===== src/rtl/multicycle_cpu.sv =====
// multicycle_cpu: FSM-sequenced core with req/ack instruction and data memories.
// Define CPU_MUL_EN to make opcode A a MUL; otherwise it is reported as illegal.
module multicycle_cpu #(
   parameter int DATA_W  = 8,
   parameter int REG_CNT = 4,
   parameter int ADDR_W  = 8
) (
   input  logic              clk,
   input  logic              reset,
   output logic              imem_req,
   output logic [ADDR_W-1:0] imem_addr,
   input  logic [15:0]       imem_rdata,
   input  logic              imem_ack,
   output logic              dmem_req,
   output logic              dmem_we,
   output logic [ADDR_W-1:0] dmem_addr,
   output logic [DATA_W-1:0] dmem_wdata,
   input  logic [DATA_W-1:0] dmem_rdata,
   input  logic              dmem_ack,
   output logic [ADDR_W-1:0] pc,
   output logic              retire,
   output logic              illegal_op,
   output logic              halted
);
   localparam int RW = $clog2(REG_CNT);
`ifdef CPU_MUL_EN
   localparam logic MUL_EN = 1'b1;
`else
   localparam logic MUL_EN = 1'b0;
`endif
   typedef enum logic [2:0] {FETCH, DECODE, EXEC, MEM, WB, HALT} state_t;
   state_t state_q, state_d;
   logic [ADDR_W-1:0] pc_q, pc_d, addr_q, addr_d, sext_a, pc_inc;
   logic [15:0] ir_q, ir_d;
   logic [DATA_W-1:0] a_q, a_d, b_q, b_d, c_q, c_d, res_q, res_d, sext_d, alu;
   logic [DATA_W-1:0] regs_q [REG_CNT];
   logic [DATA_W-1:0] regs_d [REG_CNT];
   logic [3:0] op;
   logic [RW-1:0] rd, rs1, rs2;
   logic is_alu, is_mem, legal;
   assign op     = ir_q[15:12];
   assign rd     = RW'(ir_q[11:8]);
   assign rs1    = RW'(ir_q[7:4]);
   assign rs2    = RW'(ir_q[3:0]);
   assign sext_d = DATA_W'($signed(ir_q[3:0]));
   assign sext_a = ADDR_W'($signed(ir_q[3:0]));
   assign pc_inc = pc_q + ADDR_W'(1);
   assign is_alu = (op >= 4'h1 && op <= 4'h5) || (MUL_EN && op == 4'hA);
   assign is_mem = op == 4'h6 || op == 4'h7;
   assign legal  = op <= 4'h9 || op == 4'hF || (MUL_EN && op == 4'hA);
   assign alu    = op == 4'h1 ? a_q + c_q :
                   op == 4'h2 ? a_q - c_q :
                   op == 4'h3 ? a_q & c_q :
                   op == 4'h4 ? a_q | c_q :
                   (MUL_EN && op == 4'hA) ? a_q * c_q : a_q + sext_d;
   assign imem_addr  = pc_q;
   assign pc         = pc_q;
   assign dmem_addr  = addr_q;
   assign dmem_wdata = b_q;
   always_ff @(posedge clk) begin
      if (reset) begin
         state_q <= FETCH;
         pc_q    <= '0;
         addr_q  <= '0;
         ir_q    <= '0;
         a_q     <= '0;
         b_q     <= '0;
         c_q     <= '0;
         res_q   <= '0;
         regs_q  <= '{default: '0};
      end else begin
         state_q <= state_d;
         pc_q    <= pc_d;
         addr_q  <= addr_d;
         ir_q    <= ir_d;
         a_q     <= a_d;
         b_q     <= b_d;
         c_q     <= c_d;
         res_q   <= res_d;
         regs_q  <= regs_d;
      end
   end
   always_comb begin
      state_d = state_q;
      pc_d    = pc_q;
      addr_d  = addr_q;
      ir_d    = ir_q;
      a_d     = a_q;
      b_d     = b_q;
      c_d     = c_q;
      res_d   = res_q;
      regs_d  = regs_q;
      case (state_q)
         FETCH: if (imem_ack) begin
            ir_d    = imem_rdata;
            state_d = DECODE;
         end
         DECODE: begin
            a_d     = regs_q[rs1];
            b_d     = regs_q[rd];
            c_d     = regs_q[rs2];
            state_d = EXEC;
         end
         EXEC: if (is_alu) begin
            res_d   = alu;
            state_d = WB;
         end else if (is_mem) begin
            addr_d  = ADDR_W'(a_q) + sext_a;
            state_d = MEM;
         end else if (op == 4'hF) begin
            state_d = HALT;
         end else begin
            // NOP and illegal opcodes fall through to a plain increment
            pc_d    = op == 4'h8 ? (a_q == b_q ? pc_inc + sext_a : pc_inc) :
                      op == 4'h9 ? ir_q[ADDR_W-1:0] : pc_inc;
            state_d = FETCH;
         end
         MEM: if (dmem_ack) begin
            res_d   = dmem_rdata;
            pc_d    = op == 4'h7 ? pc_inc : pc_q;
            state_d = op == 4'h7 ? FETCH : WB;
         end
         WB: begin
            if (rd != '0) regs_d[rd] = res_q;
            pc_d    = pc_inc;
            state_d = FETCH;
         end
         default: state_d = state_q;
      endcase
   end
   always_comb begin
      imem_req   = !reset && state_q == FETCH;
      dmem_req   = !reset && state_q == MEM;
      dmem_we    = dmem_req && op == 4'h7;
      retire     = !reset && ((state_q == EXEC && !is_alu && !is_mem) ||
                              (state_q == MEM && dmem_ack && op == 4'h7) || state_q == WB);
      illegal_op = !reset && state_q == EXEC && !legal;
      halted     = !reset && state_q == HALT;
   end
endmodule


===== config.mk =====
export PLATFORM = sky130hd
export DESIGN_NAME = multicycle_cpu
export DESIGN_NICKNAME = d
export VERILOG_FILES = /design/src/rtl/multicycle_cpu.sv
export SDC_FILE = /design/constraint.sdc
export NUM_CORES = 1
export LEC_CHECK = 0
export CAP_MARGIN = 20
export CORE_ASPECT_RATIO = 1.75
export CORE_MARGIN = 2
export CORE_UTILIZATION = 53
export DETAILED_ROUTE_END_ITERATION = 6
export PLACE_DENSITY = 0.75
export SLEW_MARGIN = 30
export SYNTH_ARGS = -nofsm -noshare
export SYNTH_HDL_FRONTEND = slang
export SYNTH_SLANG_ARGS = --single-unit

===== constraint.sdc =====
create_clock -name clk -period 3.4 [get_ports clk]
set_input_delay 0.68 -clock clk [delete_from_list [all_inputs] [get_ports clk]]
set_output_delay 0.68 -clock clk [all_outputs]
set_load 0.05 [all_outputs]

==> run metrics, run 1 <==
critical path required time=2.72 ns; largest net degree at the start of global routing=63; CTS H-tree depth=3; routed len/inst=18.1 µm; Cell Area, Synth=6410 µm²; synth unique cells=65; Ports=66; start point of the critical path=state_q[0]$_SDFFE_PP0P_; RR Startpoint=imem_addr[0]$_SDFFE_PP0P_; Leak=2.70 nW; Die ar.=13000 µm²; DR top layer=met4; fill count=1003; Die Height=149 µm; Via Count=5961; n_diodes=0; slowest CP cell=clkdlybuf4s50_1; synth warn=0; number of synthesized flops with an enable pin=0; worst r2r dst=imem_addr[7]$_SDFFE_PP0P_; Tot Pwr=2.72 mW; Layout Nets=896; Post-Syn Instances=789; Worst Path Arrival=2.29 ns; Initial DRT Pass Iterations=6; placed cell area=7090 µm²; Buffers on Ports=63; startpoint types=flop; Crit Path Class=reg -> out; fin. max-slew vios=0; routed wl met2=9.61 mm; Die Wd=87.1 µm; Syn Nets=860; setup TNS=0 ns; Setup Skew=0.00818 ns; Multi-input gate area=4120 µm²; min Tclk post-route=2.97 ns; Bufs on Longest Clock Path=2; antenna violations before repair=0; number of global-route vias before repair=5884; Max-Cap Viols=0; CP endpoint=dmem_req; Initial Util=0.537; Largest stage delay, worst path=0.84 ns; first-iteration detailed-routing DRC count=486; post-DR vias/cell=6.16; register area=1940 µm²; Total GRT Usage=0.276; crit path capture type=primary output; clock tree from TritonCTS=yes; Max VDD drop=0.283 mV; CTS buffer count=9; average size of a mapped cell=8.13 µm²; # rows=53; pwr dens=366 nW/µm²; CTS Hold Bufs=0; Worst-Margin Slew=0.892 ns; hold path start=dmem_addr[0]$_SDFFE_PP0P_; clock-pin slew on the worst setup and hold paths=0.07 ns; area grow syn2layout=15.8%; post-cts resize count=0; share of cells above drive strength 1=0.0831; fmax=337 MHz; wire length on met1=6.37 mm; met3 WL=832 µm; RSZ-0062 raised after global routing=no; DRT Wirelength=17.5 mm; Clock Latency Late Sink=0.35 ns; maximum fanout along the worst path=20; first-pass GRT wire length=28.3 mm; CORE AREA=11900 µm²; setup bufs post-CTS=0; FF-to-FF setup slack=0.50 ns; clock sink count=97; Hold Crit Class=reg -> reg; Yosys reg bits=97; routability-driven placement congestion ratio=0.916; Congestion Overflow GR=0; post-route clock period utilization=0.874; outcome=finished clean; cell area after layout=7430 µm²; Final Hold Fails=0; Root Driver=clkbuf_16; final setup fails=0; DR DRC count=0; FFs w/ async S/R, synth=0; sequential cell area fraction in the yosys report=0.303; reg2reg path depth=11; Synth Flop Type=dfxtp_1; Final HPWL DP=13.6 mm; crit path cell chain=nand3b_1 > nor2_1 > clkdlybuf4s50_1; Max-slew headroom=0.401; Final ANT Viol Nets=0
==> layer usage <==
metal	vias to the layer above	track usage
met5	-	0
met4	0	0.124
met3	61	0.0347
met2	225	0.521
met1	2820	0.297
li1	2855	-
==> critical path, delay by kind of cell, from the launching register on <==
kind	cells	cell delay (ns)
buf+inv	1	0.84
flops	1	0.73
simple gates	2	0.36
==> registers in the layout (all words and copies together) (netlist names) <==
name / flops
imem_addr: 8
state_q: 3
a_q: 8
dmem_addr: 8
ir_q: 14
c_q: 8
dmem_wdata: 8
regs_q: 32
res_q: 8
==> cells in the mapped netlist, types with 4 or more instances <==
cell | n | area share
a21o_1 | 5 | 0.0059
o21ai_0 | 28 | 0.022
nand2b_1 | 6 | 0.0059
nand3b_1 | 5 | 0.0059
mux4_2 | 24 | 0.084
a22oi_1 | 4 | 0.0047
fa_1 | 4 | 0.012
o41ai_1 | 4 | 0.0055
a221oi_1 | 9 | 0.012
nand3_1 | 18 | 0.014
inv_1 | 31 | 0.018
nor2b_1 | 13 | 0.013
mux2i_1 | 18 | 0.028
nand2_1 | 142 | 0.083
o21bai_1 | 8 | 0.0094
buf_4 | 8 | 0.0094
clkbuf_1 | 33 | 0.019
o211ai_1 | 4 | 0.0047
a21oi_1 | 89 | 0.069
nor4_1 | 5 | 0.0049
a211oi_1 | 8 | 0.0094
o21ai_1 | 4 | 0.0031
xnor2_1 | 25 | 0.034
dfxtp_1 | 97 | 0.30
buf_1 | 5 | 0.0029
xor2_1 | 7 | 0.0096
a31oi_1 | 7 | 0.0068
nor3_1 | 13 | 0.010
nor2_1 | 63 | 0.037
buf_2 | 7 | 0.0055
ha_1 | 39 | 0.076
==> how the worst min path moves through the flow <==
stage,endpoint,slack [ns],depth (start not counted)
after floorplan,ir_q[6]$_SDFFE_PP0P_,0.44,2
after global routing,dmem_addr[0]$_SDFFE_PP0P_,0.47,2
after global placement,dmem_addr[1]$_SDFFE_PP0P_,0.44,2
after detailed placement,dmem_addr[0]$_SDFFE_PP0P_,0.45,2
after CTS,dmem_addr[0]$_SDFFE_PP0P_,0.46,2
final,dmem_addr[0]$_SDFFE_PP0P_,0.45,2
==> through the flow <==
| stage | hold WS [ns] | util | setup WS (ns) | std cells |
|---|---|---|---|---|
| finish | 0.453 | 0.622 | 0.428 | 967 |
| global route | 0.469 | 0.622 | 0.279 | 967 |
| CTS | 0.456 | 0.622 | 0.413 | 967 |
| detailed placement | 0.446 | 0.594 | 0.543 | 951 |
| global placement | 0.445 | 0.594 | 0.582 | 951 |
| floorplan | 0.437 | - | 0.0496 | 789 |
==> layout by cell type (no fill, tap or decap), types with 5 or more instances in the layout <==
cell and instances:
a211oi_1 8, a21o_1 5, a21oi_1 89, a221oi_1 9
a31oi_1 7, buf_4 17, clkbuf_16 9, clkdlybuf4s50_1 59
dfxtp_1 97, ha_1 39, inv_1 31, mux2i_1 18
mux4_2 24, nand2_1 142, nand2b_1 6, nand3_1 18
nand3b_1 5, nor2_1 63, nor2b_1 13, nor3_1 13
nor4_1 5, o21ai_0 28, o21bai_1 8, xnor2_1 25
xor2_1 7
==> power breakdown <==
group | switching (mW) | internal [mW] | total [mW]
logic | 0.219 | 0.142 | 0.361
registers | 0.0502 | 1.15 | 1.20
clock network | 0.489 | 0.662 | 1.15
total | 0.758 | 1.96 | 2.72
==> layout make-up <==
class / instances / area share
Multi-Input combinational cell: 608 / 0.554
Sequential cell: 97 / 0.261
Timing Repair Buffer: 78 / 0.100
Clock buffer: 9 / 0.0303
Tap cell: 137 / 0.0231
Inverter: 31 / 0.0157
Clock inverter: 7 / 0.0153
==> cells by family (layout without fill, tap and decap cells) <==
kind of cell               after synthesis  count (layout)  synth area share
muxes                                   43              43             0.114
xor gates and xnor gates                32              32            0.0437
DFF                                     97              97             0.303
buffers and inverters                   84             125            0.0552
adders and majority gates               43              43            0.0886
and+or+nand+nor                        294             294             0.208
AOI/OAI and AO/OA                      196             196             0.187
(Power assumes the default switching activity.)
==> inputs of run 2 (changes only) <==
- REMOVE_ABC_BUFFERS: default -> 1
==> run metrics, run 2 (same netlist as run 1, synthesis figures left out) <==
Final Hold Fails=0 (unchanged); Final Util=0.617 (-0.00556); DR DRC count=0 (unchanged); Die Wd=87.1 µm (unchanged); CTS Hold Bufs=0 (unchanged); Die ar.=13000 µm² (unchanged); CORE AREA=11900 µm² (unchanged); clock tree from TritonCTS=yes; RSZ-0062 raised after global routing=no; final setup fails=0 (unchanged); switching share of power=0.281 (+0.00194); Hold Crit Class=reg -> reg; share of cells above drive strength 1=0.0776 (-0.00556); most common cell after layout, fill and taps aside=nand2_1; Die Height=149 µm (unchanged); Place WS=0.480 ns (-0.0632 ns); net switching power=738 µW (-2.7%); post-DR vias/cell=6.25 (+1.4%); Layout Nets=892 (-0.45%); Largest Register=regs_q; startpoint types=flop; pwr dens=357 nW/µm² (-2.5%); area grow syn2layout=14.8%; Initial Util=0.537 (unchanged); first-iteration detailed-routing DRC count=486 (unchanged); maximum fanout along the worst path=7 (-65%); Bufs on Longest Clock Path=2 (unchanged); routed len/inst=19.2 µm (+5.8%); Max VDD drop=0.255 mV (-9.7%); Congestion Overflow GR=0 (unchanged); clock sink count=97 (unchanged); Worst-Margin Slew=0.894 ns (+0.00149 ns); Crit Path Class=reg -> reg; slowest CP cell=dfxtp_1; Leak=2.66 nW (-1.2%); antenna violations before repair=0 (unchanged); Buffers on Ports=63 (unchanged); Largest stage delay, worst path=0.45 ns (-0.39 ns); routability-driven placement congestion ratio=0.965 (+5.4%); post-cts resize count=0 (unchanged); setup ws final=0.429 ns (+0.000368 ns); outcome=finished clean; first-pass GRT wire length=29.3 mm (+3.7%); n_diodes=0 (unchanged); Hold Slack=0.453 ns (+0.000191 ns); clock group share of total power=0.405 (-0.019); min Tclk post-route=2.97 ns (-0.000368 ns); fmax=337 MHz (about the same); Int Power=1.89 mW (-3.6%); Setup Skew=0.0105 ns (+0.00229 ns); Ports=66 (unchanged); Clock Latency Late Sink=0.35 ns (about the same); Max-slew headroom=0.400 (-0.00100); power share of the combinational group=0.135 (+0.002); critical path required time=3.68 ns (+0.96 ns); most frequent cells in the layout=nand2_1 (142), dfxtp_1 (97), a21oi_1 (89), nor2_1 (63), clkdlybuf4s50_1 (59); fill count=1022 (+1.9%); Final ANT Viol Nets=0 (unchanged); crit path cell chain=ha_1 > xnor2_1 > inv_1 > ha_1 > a21oi_1 > a21oi_1 > o21a_1 > o41ai_1 > xnor2_1 > mux2_2 > o22ai_1; post-route clock period utilization=0.874 (about the same); largest registers=regs_q (32), ir_q (14); # rows=53 (unchanged); crit path capture type=flop; Total GRT Usage=0.291 (+0.0150); fin. max-slew vios=0 (unchanged); CTS H-tree depth=3 (unchanged); Initial DRT Pass Iterations=5 (-1); sequential share of power=0.461 (+0.018); CTS buffer count=9 (unchanged); Via Count=6014 (+0.89%); Worst Path Arrival=3.25 ns (+0.96 ns); max reg flops=32 (unchanged); Root Driver=clkbuf_16; setup bufs post-CTS=0 (unchanged); Final HPWL DP=14.0 mm (+3.3%); clock-pin slew on the worst setup and hold paths=0.08 ns (about the same); Max-Cap Viols=0 (unchanged); setup TNS=0 ns (unchanged); number of global-route vias before repair=6034 (+2.5%); largest net degree at the start of global routing=86 (+37%); DRT Wirelength=18.4 mm (+5.3%)
## run 2: critical path, delay by kind of cell (launching register included)
| family | cells | cell delay (ns) |
|---|---|---|
| AOI/OAI and AO/OA | 5 | 1.02 |
| adders and majority gates | 2 | 0.62 |
| DFF | 1 | 0.45 |
| xor gates and xnor gates | 2 | 0.36 |
| muxes | 1 | 0.36 |
| buffers and inverters | 1 | 0.10 |
## run 2: final cells by class
| class | count | area, µm² | share of cell area |
|---|---|---|---|
| clock buffer | 10 | 239 | 0.0325 |
| clock inverter | 5 | 61.3 | 0.00833 |
| inverter | 31 | 116 | 0.0158 |
| multi-input combinational | 608 | 4120 | 0.559 |
| sequential | 97 | 1940 | 0.264 |
| tap | 137 | 171 | 0.0233 |
| timing repair buffer | 74 | 716 | 0.0972 |
## run 2: path summary, 6_finish.rpt
path | start | to | slack [ns] | depth (start not counted)
worst max-delay path | imem_addr[0]$_SDFFE_PP0P_ | imem_addr[7]$_SDFFE_PP0P_ | 0.43 | 11
worst min-delay path | dmem_addr[1]$_SDFFE_PP0P_ | dmem_addr[1]$_SDFFE_PP0P_ | 0.45 | 2
worst max register to register | imem_addr[0]$_SDFFE_PP0P_ | imem_addr[7]$_SDFFE_PP0P_ | 0.43 | 11
worst min register to register | dmem_addr[1]$_SDFFE_PP0P_ | dmem_addr[1]$_SDFFE_PP0P_ | 0.45 | 2
## run 2: metal layers
metal | wire, µm | GRT usage
met1 | 6550 | 0.292
met2 | 10000 | 0.545
met3 | 773 | 0.0425
met4 | 1070 | 0.178
met5 | 0 | 0
## run 2: stage by stage
step                instance area, µm²  instances  total power [mW]
floorplan                         6170        736              1.43
global placement                  7060        947              1.57
detailed placement                7060        947              1.58
CTS                               7360        962              2.62
global route                      7360        962              2.71
finish                            7360        962              2.62
## run 2: power by group through the flow
stage,Clock [mW],Combinational [mW],Sequential (mW)
5_1_grt,1.11,0.381,1.21
4_1_cts,1.07,0.346,1.21
2_1_floorplan,0,0.186,1.25
3_3_place_gp,0,0.337,1.23
3_5_place_dp,0,0.345,1.23
6_report,1.06,0.353,1.21
==> inputs of run 3 (changes only) <==
- ABC_AREA: default -> 1
- SLEW_MARGIN: 30 -> 20
==> run metrics, run 3 <==
outcome=finished clean; routability-driven placement congestion ratio=0.936 (-3.0%); Total GRT Usage=0.293 (+0.00173); Largest stage delay, worst path=0.48 ns (+0.03 ns); FFs w/ async S/R, synth=0 (unchanged); Bufs on Longest Clock Path=2 (unchanged); share of cells above drive strength 1=0.0685 (-0.00912); Worst-Margin Slew=0.861 ns (-0.0324 ns); Place WS=0.631 ns (+0.151 ns); synth top area cells=dfxtp_1 (29%), a21oi_1 (10%), o21ai_0 (9.0%); placed cell area=7320 µm² (+3.7%); adder-cell share of the synthesized area=0.0859 (-0.00268); pwr dens=819 nW/µm² (+130%); min Tclk post-route=2.82 ns (-0.150 ns); Leak=3.26 nW (+22%); CTS buffer count=9 (unchanged); # rows=54 (+1.9%); fmax=354 MHz (+5.3%); routed len/inst=16.5 µm (-14%); post-route clock period utilization=0.830 (-0.0441); post-synthesis xor/xnor area fraction=0.0252 (-0.0185); post-synth top area share=0.294 (-0.00917); Largest Register=regs_q; Multi-input gate area=3860 µm² (-6.1%); max reg flops=32 (unchanged); Max-slew headroom=0.424 (+0.0240); Initial DRT Pass Iterations=6 (+1); Initial Util=0.538 (+0.000541); Clock Latency Late Sink=0.35 ns (about the same); area grow syn2layout=15.0%; fill count=1212 (+19%); startpoint types=flop; critical path required time=2.72 ns (-0.96 ns); Simple-Gate Fraction of Synth Area=0.207 (-0.00101); Compound-Gate Fraction of Synth Area=0.266 (+0.0791); register area=1940 µm² (unchanged); Die ar.=13400 µm² (+3.0%); Via Count=6797 (+13%); fin. max-slew vios=0 (unchanged); slowest CP cell=dfxtp_1; mux contribution to synthesized area=0 (-0.114); Crit Path Class=reg -> out; n_diodes=0 (unchanged); post-DR vias/cell=5.78 (-7.5%); Ports=66 (unchanged); most frequent cells in the layout=a21oi_1 (132), inv_1 (132), o21ai_0 (119), nand2_1 (118), dfxtp_1 (97); Yosys reg bits=97 (unchanged); area leader, netlist=dfxtp_1; largest registers=regs_q (32), ir_q (14); synth warn=0 (unchanged); Max VDD drop=0.510 mV (+100%); clock sink count=97 (unchanged); Max-Cap Viols=0 (unchanged); Synth Flop Type=dfxtp_1; worst path bufs/invs=2 (+1); first-pass GRT wire length=30.2 mm (+3.1%); largest net degree at the start of global routing=80 (-7.0%); largest family of logic cells by synthesized area=compound AO/OA/AOI/OAI gates; cell area after layout=7610 µm² (+3.3%); post-cts resize count=0 (unchanged); synth unique cells=45 (-31%); Congestion Overflow GR=0 (unchanged); maximum fanout along the worst path=20 (+13); Final Hold Fails=0 (unchanged); Hold Slack=0.453 ns (-0.000462 ns); RSZ-0062 raised after global routing=no; Die Height=152 µm (+1.5%); Final ANT Viol Nets=0 (unchanged); clock-pin slew on the worst setup and hold paths=0.07 ns (about the same); sequential cell area fraction in the yosys report=0.294 (-0.00917); setup bufs post-CTS=0 (unchanged); Worst Path Arrival=2.14 ns (-1.11 ns); clock tree from TritonCTS=yes; top cells by count, synth=a21oi_1 (132), inv_1 (132), o21ai_0 (119), nand2_1 (118), dfxtp_1 (97); antenna violations before repair=0 (unchanged); Hold Crit Class=reg -> reg; setup ws final=0.578 ns (+0.150 ns); setup TNS=0 ns (unchanged); final setup fails=0 (unchanged); Die Wd=88.4 µm (+1.5%); CTS H-tree depth=3 (unchanged); DRT Wirelength=19.4 mm (+5.1%); crit path cell chain=nand3_2 > inv_1 > a32oi_1 > a21oi_1 > buf_12; number of global-route vias before repair=6284 (+4.1%); DR DRC count=0 (unchanged); average size of a mapped cell=6.81 µm² (-16%); Layout Nets=1074 (+20%); Buffers on Ports=63 (unchanged); Post-Syn Instances=971 (+23%); Final HPWL DP=14.5 mm (+3.2%); CORE AREA=12300 µm² (+3.0%); Cell Area, Synth=6610 µm² (+3.1%); first-iteration detailed-routing DRC count=614 (+26%); CTS Hold Bufs=0 (unchanged); Crit path max-delay family=flip-flops; crit path capture type=primary output; Root Driver=clkbuf_16; Setup Skew=0.00897 ns (-0.00150 ns); number of synthesized flops with an enable pin=0 (unchanged)
==> run 3: cell families (layout without fill, tap and decap cells) <==
family / after synthesis / after routing
compound gates: 320 / 320
simple gates: 295 / 295
buf+inv: 197 / 234
flops: 97 / 97
fa+ha+maj: 43 / 43
xor+xnor: 19 / 19
==> run 3: path summary, 6_finish.rpt <==
check | start | endpoint | slack, ns | cells past startpoint
setup / recovery | state_q[1]$_SDFFE_PP0P_ | retire | 0.58 | 5
hold / removal | regs_q[31]$_SDFFE_PP0P_ | regs_q[31]$_SDFFE_PP0P_ | 0.45 | 2
setup reg to reg | imem_addr[0]$_SDFFE_PP0P_ | imem_addr[7]$_SDFFE_PP0P_ | 0.77 | 15
hold reg to reg | regs_q[31]$_SDFFE_PP0P_ | regs_q[31]$_SDFFE_PP0P_ | 0.45 | 2
==> run 3: worst min-delay path: cells and delay by family, from the launching register on <==
kind / cells / cell delay, ns
buffers and inverters: 1 / 0.05
flip-flops: 1 / 0.33
AND/OR/NAND/NOR: 1 / 0.03
==> run 3: through the flow <==
stage	utilization	cells	total power [mW]
2_1_floorplan	-	921	4.14
3_3_place_gp	0.595	1160	5.13
3_5_place_dp	0.595	1160	5.18
4_1_cts	0.619	1176	6.21
5_1_grt	0.619	1176	6.71
6_report	0.619	1176	6.23
==> run 3: cell type report <==
type | count | share of cell area
multi-input combinational | 677 | 0.508
timing repair buffer | 71 | 0.0987
inverter | 147 | 0.0725
clock inverter | 6 | 0.00625
clock buffer | 10 | 0.0314
sequential | 97 | 0.255
tap | 168 | 0.0276
==> run 3: layer usage <==
layer,vias to the layer above,GRT usage,routed length (µm)
met1,3110,0.315,7110
met3,82,0.0298,938
met2,275,0.530,10200
met4,0,0.186,1160
met5,-,0,0
li1,3330,-,-
==> run 3: power breakdown <==
part	switching, mW	internal [mW]	leakage [nW]
registers	0.370	1.36	0.790
clock network	0.488	0.528	0.146
logic	2.28	1.21	2.32
total	3.13	3.10	3.26
